`config.mk`:
```
export PLATFORM = sky130hd
export DESIGN_NAME = branch_resolver
export DESIGN_NICKNAME = d
export VERILOG_FILES = /design/src/rtl/cpu_branch_pkg.sv /design/src/rtl/cond_eval.sv /design/src/rtl/branch_resolver.sv
export SDC_FILE = /design/constraint.sdc
export NUM_CORES = 1
export LEC_CHECK = 0
export BUFFER_PORTS_ARGS = -buffer_cell sky130_fd_sc_hd__buf_2
export CAP_MARGIN = 30
export CORE_AREA = 3 3 138 140
export CTS_CLUSTER_DIAMETER = 30
export DETAILED_ROUTE_END_ITERATION = 6
export DIE_AREA = 0 0 141 143
export PLACE_DENSITY = 0.78
export SLEW_MARGIN = 20
export SYNTH_ARGS = -nofsm -noshare
export SYNTH_HDL_FRONTEND = slang
export SYNTH_HIERARCHICAL = 1
export SYNTH_SLANG_ARGS = --single-unit
```
`constraint.sdc`:
```
create_clock -name clk -period 7.31 [get_ports clk]
set_input_delay 0.3655 -clock clk [delete_from_list [all_inputs] [get_ports clk]]
set_output_delay 0.3655 -clock clk [all_outputs]
set_load 0.005 [all_outputs]
```
`src/rtl/cpu_branch_pkg.sv`:
```
// Shared types and constants for the decode-stage branch resolver.
//   br_type_t  : ID_BrType encoding (B, B.cond, CBZ, CBNZ)
//   COND_*     : B.cond condition-field encodings
//   br_state_t : resolver FSM states
package cpu_branch_pkg;

  typedef enum logic [1:0] {
    B     = 2'b00,
    BCOND = 2'b01,
    CBZ   = 2'b10,
    CBNZ  = 2'b11
  } br_type_t;

  localparam logic [3:0] COND_EQ = 4'b0000;
  localparam logic [3:0] COND_NE = 4'b0001;
  localparam logic [3:0] COND_HS = 4'b0010;
  localparam logic [3:0] COND_LO = 4'b0011;
  localparam logic [3:0] COND_MI = 4'b0100;
  localparam logic [3:0] COND_PL = 4'b0101;
  localparam logic [3:0] COND_VS = 4'b0110;
  localparam logic [3:0] COND_VC = 4'b0111;
  localparam logic [3:0] COND_HI = 4'b1000;
  localparam logic [3:0] COND_LS = 4'b1001;
  localparam logic [3:0] COND_GE = 4'b1010;
  localparam logic [3:0] COND_LT = 4'b1011;
  localparam logic [3:0] COND_GT = 4'b1100;
  localparam logic [3:0] COND_LE = 4'b1101;
  localparam logic [3:0] COND_AL = 4'b1110;
  localparam logic [3:0] COND_NV = 4'b1111;  // behaves as always, like AL

  typedef enum logic [1:0] {
    IDLE  = 2'b00,
    STALL = 2'b01,
    FLUSH = 2'b10
  } br_state_t;

endpackage

```
`src/rtl/cond_eval.sv`:
```
// Combinational B.cond evaluator.
//   cond       : 4-bit condition field
//   n, z, v, c : effective NZVC flags
//   pass       : 1 when the condition holds
module cond_eval
  import cpu_branch_pkg::*;
(
  input  logic [3:0] cond,
  input  logic       n,
  input  logic       z,
  input  logic       v,
  input  logic       c,
  output logic       pass
);

  always_comb begin
    pass = 1'b1;
    unique case (cond)
      COND_EQ: pass = z;
      COND_NE: pass = ~z;
      COND_HS: pass = c;
      COND_LO: pass = ~c;
      COND_MI: pass = n;
      COND_PL: pass = ~n;
      COND_VS: pass = v;
      COND_VC: pass = ~v;
      COND_HI: pass = c & ~z;
      COND_LS: pass = ~(c & ~z);
      COND_GE: pass = (n == v);
      COND_LT: pass = (n != v);
      COND_GT: pass = ~z & (n == v);
      COND_LE: pass = ~(~z & (n == v));
      COND_AL: pass = 1'b1;
      COND_NV: pass = 1'b1;
      default: pass = 1'b1;
    endcase
  end

endmodule

```
`src/rtl/branch_resolver.sv`:
```
// Decode-stage branch resolver for the 5-stage LEGv8 pipeline.
// Holds the architectural NZVC register, resolves B / B.cond / CBZ / CBNZ
// in ID using same-cycle forwarded EX flags, and produces redirect, IF/ID
// flush and load-use stall, plus saturating branch statistics.
//   Inputs : ID_* decode-stage branch info, EX_* execute-stage flags and
//            register-write info.
//   Outputs: BrTaken/BrTarget redirect, Stall, Flush, FlagN/Z/V/C,
//            BrCount/TakenCount, dbg_state (current FSM state).
// Pipeline control semantics: Stall holds PC and IF/ID and bubbles ID/EX
// for exactly one cycle per branch; Flush and BrTaken are asserted together
// in the resolve cycle and the following cycle ignores ID (its content is
// the squashed wrong-path fetch).
module branch_resolver
  import cpu_branch_pkg::*;
#(
  parameter int CNT_W = 32
) (
  input  logic             clk,
  input  logic             reset,
  input  logic             ID_BrValid,
  input  logic [1:0]       ID_BrType,
  input  logic [3:0]       ID_Cond,
  input  logic [4:0]       ID_CbzReg,
  input  logic [63:0]      ID_CbzVal,
  input  logic [63:0]      ID_PC,
  input  logic [63:0]      ID_BrOffset,
  input  logic             EX_SetFlags,
  input  logic             EX_negative,
  input  logic             EX_zero,
  input  logic             EX_overflow,
  input  logic             EX_carryout,
  input  logic             EX_RegWrite,
  input  logic [4:0]       EX_destReg,
  output logic             BrTaken,
  output logic [63:0]      BrTarget,
  output logic             Stall,
  output logic             Flush,
  output logic             FlagN,
  output logic             FlagZ,
  output logic             FlagV,
  output logic             FlagC,
  output logic [CNT_W-1:0] BrCount,
  output logic [CNT_W-1:0] TakenCount,
  output br_state_t        dbg_state
);

  br_state_t        state, state_next;
  logic             flag_n, flag_z, flag_v, flag_c;
  logic             eff_n, eff_z, eff_v, eff_c;
  logic             cond_pass, hz, taken, resolve;
  logic [CNT_W-1:0] br_count, taken_count;

  // Same-cycle forward from EX wins over the stored flags.
  assign eff_n = EX_SetFlags ? EX_negative : flag_n;
  assign eff_z = EX_SetFlags ? EX_zero     : flag_z;
  assign eff_v = EX_SetFlags ? EX_overflow : flag_v;
  assign eff_c = EX_SetFlags ? EX_carryout : flag_c;

  cond_eval u_cond_eval (
    .cond (ID_Cond),
    .n    (eff_n),
    .z    (eff_z),
    .v    (eff_v),
    .c    (eff_c),
    .pass (cond_pass)
  );

  // CBZ/CBNZ whose source is still being produced in EX; XZR never waits.
  assign hz = ID_BrValid & ID_BrType[1] & EX_RegWrite &
              (EX_destReg == ID_CbzReg) & (ID_CbzReg != 5'd31);

  always_comb begin
    taken = 1'b0;
    unique case (br_type_t'(ID_BrType))
      B:       taken = 1'b1;
      BCOND:   taken = cond_pass;
      CBZ:     taken = (ID_CbzVal == 64'd0);
      CBNZ:    taken = (ID_CbzVal != 64'd0);
      default: taken = 1'b0;
    endcase
  end

  always_comb begin
    state_next = state;
    Stall      = 1'b0;
    BrTaken    = 1'b0;
    Flush      = 1'b0;
    resolve    = 1'b0;
    unique case (state)
      IDLE: begin
        if (hz) begin
          Stall      = 1'b1;
          state_next = STALL;
        end else begin
          resolve = ID_BrValid;
        end
      end
      // Hazard ignored here so a branch never stalls twice.
      STALL: begin
        resolve    = ID_BrValid;
        state_next = IDLE;
      end
      FLUSH:   state_next = IDLE;
      default: state_next = IDLE;
    endcase
    if (resolve && taken) begin
      BrTaken    = 1'b1;
      Flush      = 1'b1;
      state_next = FLUSH;
    end
  end

  always_ff @(posedge clk) begin
    if (reset) begin
      state       <= IDLE;
      flag_n      <= 1'b0;
      flag_z      <= 1'b0;
      flag_v      <= 1'b0;
      flag_c      <= 1'b0;
      br_count    <= '0;
      taken_count <= '0;
    end else begin
      state <= state_next;
      // EX always advances, so flags load regardless of FSM state.
      if (EX_SetFlags) begin
        flag_n <= EX_negative;
        flag_z <= EX_zero;
        flag_v <= EX_overflow;
        flag_c <= EX_carryout;
      end
      if (resolve && (br_count != '1))
        br_count <= br_count + CNT_W'(1);
      if (resolve && taken && (taken_count != '1))
        taken_count <= taken_count + CNT_W'(1);
    end
  end

  assign BrTarget   = ID_PC + ID_BrOffset;
  assign FlagN      = flag_n;
  assign FlagZ      = flag_z;
  assign FlagV      = flag_v;
  assign FlagC      = flag_c;
  assign BrCount    = br_count;
  assign TakenCount = taken_count;
  assign dbg_state  = state;

endmodule

```
==> impl_metrics.xml <==
<?xml version="1.0" encoding="UTF-8"?>
<metrics>
  <group name="place">
    <metric name="post-dp-hpwl" unit="mm">21.7</metric>
    <metric name="port_buffers" unit="">353</metric>
    <metric name="place_worst_setup_slack" unit="ns">3.24</metric>
    <metric name="globalplace.congestion" unit="">0.979</metric>
  </group>
  <group name="clock_network">
    <metric name="clkSlewWorstSetupHoldPaths" unit="ns">0.06</metric>
    <metric name="clk_root_buffer_cell" unit="">clkbuf_16</metric>
    <metric name="number_of_buffers_added_to_fix_hold_violations_after_cts" unit="">0</metric>
    <metric name="cts_num_sinks" unit="">70</metric>
    <metric name="cts_htree_levels" unit="">3</metric>
    <metric name="tritoncts" unit="">done</metric>
    <metric name="tritoncts.num_buffers" unit="">9</metric>
    <metric name="clock_latency" unit="ns">0.33</metric>
    <metric name="cts_resized" unit="">0</metric>
    <metric name="cts_buffer_depth" unit="">2</metric>
    <metric name="postCtsSetupBuffers" unit="">0</metric>
  </group>
  <group name="min_path">
    <metric name="hold_class" unit="">input port to register</metric>
    <metric name="holdCritStartpoint" unit="">ID_BrType[1]</metric>
  </group>
  <group name="sta">
    <metric name="final_period_minus_worst_setup_slack" unit="ns">4.15</metric>
    <metric name="timing.final.crit_share" unit="">0.568</metric>
    <metric name="final_max_slew_viol_count" unit="">0</metric>
    <metric name="worst_slack" unit="ns">3.16</metric>
    <metric name="maximum_clock_skew_at_final_layout" unit="ns">0.0110</metric>
    <metric name="timing.final.setup_violations" unit="">0</metric>
    <metric name="rsz0062_at_grt" unit="">no</metric>
    <metric name="relSlewSlack" unit="">0.517</metric>
    <metric name="final_sum_of_negative_setup_slack" unit="ns">0</metric>
    <metric name="fmax" unit="MHz">241</metric>
    <metric name="hold_viol" unit="">0</metric>
    <metric name="worst_pin_slew" unit="ns">0.717</metric>
  </group>
  <group name="critical_path">
    <metric name="worst_setup_path_start_kind" unit="">input port</metric>
    <metric name="timing.reg2reg.worst_path_depth" unit="">13</metric>
    <metric name="timing.critical_path.from" unit="">ID_PC[0]</metric>
    <metric name="setup.worst_path.end" unit="">BrTarget[60]</metric>
    <metric name="capturing_point_of_the_worst_reg2reg_path" unit="">TakenCount[17]$_SDFFE_PP0P_</metric>
    <metric name="worst-r2r-setup-slack" unit="ns">3.96</metric>
    <metric name="r2r-start" unit="">FlagN$_SDFF_PP0_</metric>
    <metric name="cp.required" unit="ns">6.94</metric>
    <metric name="critical_path_peak_fanout" unit="">4</metric>
    <metric name="worstSetupEndpointType" unit="">output pin</metric>
    <metric name="cp_data_arrival_time" unit="ns">3.78</metric>
    <metric name="worstSetupPathType" unit="">input port to output pin</metric>
  </group>
  <group name="global_routing">
    <metric name="grt_antenna_before_repair" unit="">4</metric>
    <metric name="first_pass_grt_wire_length" unit="mm">40.3</metric>
    <metric name="overall_fraction_of_global_route_tracks_in_use" unit="">0.244</metric>
    <metric name="via_count_of_the_first_global_routing_pass" unit="">8142</metric>
    <metric name="grt.overflow.total" unit="">0</metric>
    <metric name="grt_start_max_net_pins" unit="">71</metric>
  </group>
  <group name="final_layout">
    <metric name="layout-drive-gt1-share" unit="">0.305</metric>
    <metric name="finalNetCount" unit="">1571</metric>
    <metric name="layout-area-overhead-vs-synth" unit="%">31.4</metric>
    <metric name="num-fill-cells" unit="">1738</metric>
  </group>
  <group name="floorplanning">
    <metric name="design.core.area" unit="mm²">0.0180</metric>
    <metric name="die_x" unit="µm">141</metric>
    <metric name="die_area" unit="mm²">0.0202</metric>
    <metric name="rows" unit="">49</metric>
    <metric name="starting_utilization_of_the_core_area" unit="">0.396</metric>
    <metric name="floorplan.die.height" unit="µm">143</metric>
    <metric name="floorplan.io_pins" unit="">354</metric>
  </group>
  <group name="detailed_routing">
    <metric name="vias" unit="">8571</metric>
    <metric name="avg_vias_per_cell" unit="">5.62</metric>
    <metric name="drt.antenna.violating_nets" unit="">0</metric>
    <metric name="drt_pass1_iterations" unit="">5</metric>
    <metric name="remaining_drc_errors" unit="">0</metric>
    <metric name="detailedRoute.firstIterationViolations" unit="">567</metric>
    <metric name="route.detailed.wl_per_inst" unit="µm">17.0</metric>
    <metric name="routed_wirelength" unit="mm">26.0</metric>
  </group>
  <group name="yosys">
    <metric name="ys_top_cells_by_count" unit="">104 x nor2_1, 95 x a21oi_1, 82 x nand2_1</metric>
    <metric name="synth_seq_cells" unit="">70</metric>
    <metric name="ys_types" unit="">67</metric>
    <metric name="synth_top_area_share" unit="">0.197</metric>
    <metric name="post-synth-top-count-cell" unit="">nor2_1</metric>
    <metric name="synth_area_leader_cell" unit="">dfxtp_1</metric>
    <metric name="postSynthAreaPerCell" unit="µm²">7.40</metric>
    <metric name="netlist_instances" unit="">962</metric>
    <metric name="yosys_warnings" unit="">6</metric>
    <metric name="postSynthNetCount" unit="">1245</metric>
    <metric name="post_synth_main_area_contributors" unit="">dfxtp_1 20%, ha_1 11%, xnor2_1 8.0%</metric>
    <metric name="synth_top_flop_cell" unit="">dfxtp_1</metric>
    <metric name="seq_area_frac_synth" unit="">0.197</metric>
    <metric name="async_flop_share" unit="">0</metric>
    <metric name="number_of_enable_flip_flop_cells_after_synthesis" unit="">0</metric>
    <metric name="synth_area" unit="mm²">0.00712</metric>
  </group>
  <group name="outcome">
    <metric name="status" unit="">complete, no violations</metric>
  </group>
  <group name="pwr">
    <metric name="cellPowerDensity" unit="mW/mm²">153</metric>
    <metric name="leakage_component_of_the_power" unit="µW">0.00438</metric>
    <metric name="vdd.ir_drop.worst" unit="µV">96.8</metric>
  </group>
  <group name="run">
    <metric name="timing.max_cap.violations" unit="">0</metric>
  </group>
</metrics>
[cell families after synthesis]
logic type      count (synthesis)  share of synthesized area
mux                             6                    0.00914
buf+inv                        72                     0.0399
fa+ha+maj                      66                      0.117
xor+xnor                      116                      0.143
simple gates                  361                      0.254
flops                          70                      0.197
compound gates                271                      0.241
[flip-flops by register name, indices dropped and copies added, names as in the netlist]
| name | count |
|---|---|
| BrCount | 32 |
| TakenCount | 32 |
| dbg_state | 2 |
| FlagC | 1 |
| FlagN | 1 |
| FlagV | 1 |
| FlagZ | 1 |
[final cells by class]
class / instances / area [µm²] / share of cell area
clock inverters: 6 / 93.8 / 0.0100
inverters: 32 / 120 / 0.0128
diodes: 4 / 10.0 / 0.00107
repair buffers: 355 / 1780 / 0.190
well taps: 229 / 287 / 0.0306
flip-flops and latches: 70 / 1400 / 0.150
multi-input cells: 820 / 5430 / 0.581
clock buffers: 10 / 229 / 0.0245
[routing by layer]
metal	track usage	vias to the layer above	wire length [µm]
met4	0.115	0	1170
met3	0.0358	61	2050
met1	0.278	3922	9940
met2	0.446	432	12800
met5	0	-	0
li1	-	4156	-
[placed cells by master, fill, tap and decap left out, drive strengths merged, types with 6 or more instances in the layout]
cell type,n
inv,34
nand3,34
o211ai,9
and3,10
nor3,16
xnor2,65
or3,19
nand2,82
a211oi,11
nor2b,9
a31oi,11
dfxtp,70
o21a,6
xor2,51
a21o,33
and4,8
ha,65
o31a,6
nor2,104
o21ai,63
buf,355
o21bai,16
nor4,20
clkbuf,10
a21oi,95
nand4,43
[how the worst min path moves through the flow]
| stage | to | slack [ns] | depth (start not counted) |
|---|---|---|---|
| floorplan | dbg_state[0]$_SDFFE_PP0P_ | 0.47 | 1 |
| global route | FlagC$_SDFF_PP0_ | 0.48 | 3 |
| finish | dbg_state[1]$_SDFFE_PP0P_ | 0.43 | 3 |
| detailed placement | dbg_state[0]$_SDFFE_PP0P_ | 0.49 | 1 |
| global placement | BrCount[6]$_SDFFE_PP0P_ | 0.48 | 2 |
| CTS | dbg_state[0]$_SDFFE_PP0P_ | 0.43 | 5 |
[stage by stage]
step	cells	instance area (µm²)	util	power [µW]	hold WS (ns)
after floorplan	962	7120	-	728	0.468
after global placement	1505	9010	0.502	953	0.479
after detailed placement	1505	9010	0.502	958	0.486
final	1526	9350	0.521	1440	0.432
after CTS	1521	9340	0.520	1430	0.426
after global routing	1526	9350	0.521	1510	0.476
[worst max-delay path: stages]
cell	delay [ns]
buf_2	0.10
ha_1	0.23
fa_1	0.43
a211oi_1	0.27
o21ai_1	0.17
o21ai_0	0.42
a211oi_1	0.18
o211ai_1	0.31
a211oi_1	0.15
o21ai_0	0.62
o21ai_0	0.23
xor2_1	0.18
buf_2	0.13
[power by group]
| group | switching [µW] | leakage [µW] | internal (µW) | total (µW) |
|---|---|---|---|---|
| registers | 4.22 | 0.000565 | 386 | 390 |
| clock network | 175 | 0.000154 | 302 | 477 |
| logic | 316 | 0.00366 | 252 | 568 |
Power figures use the tool's default switching activity.
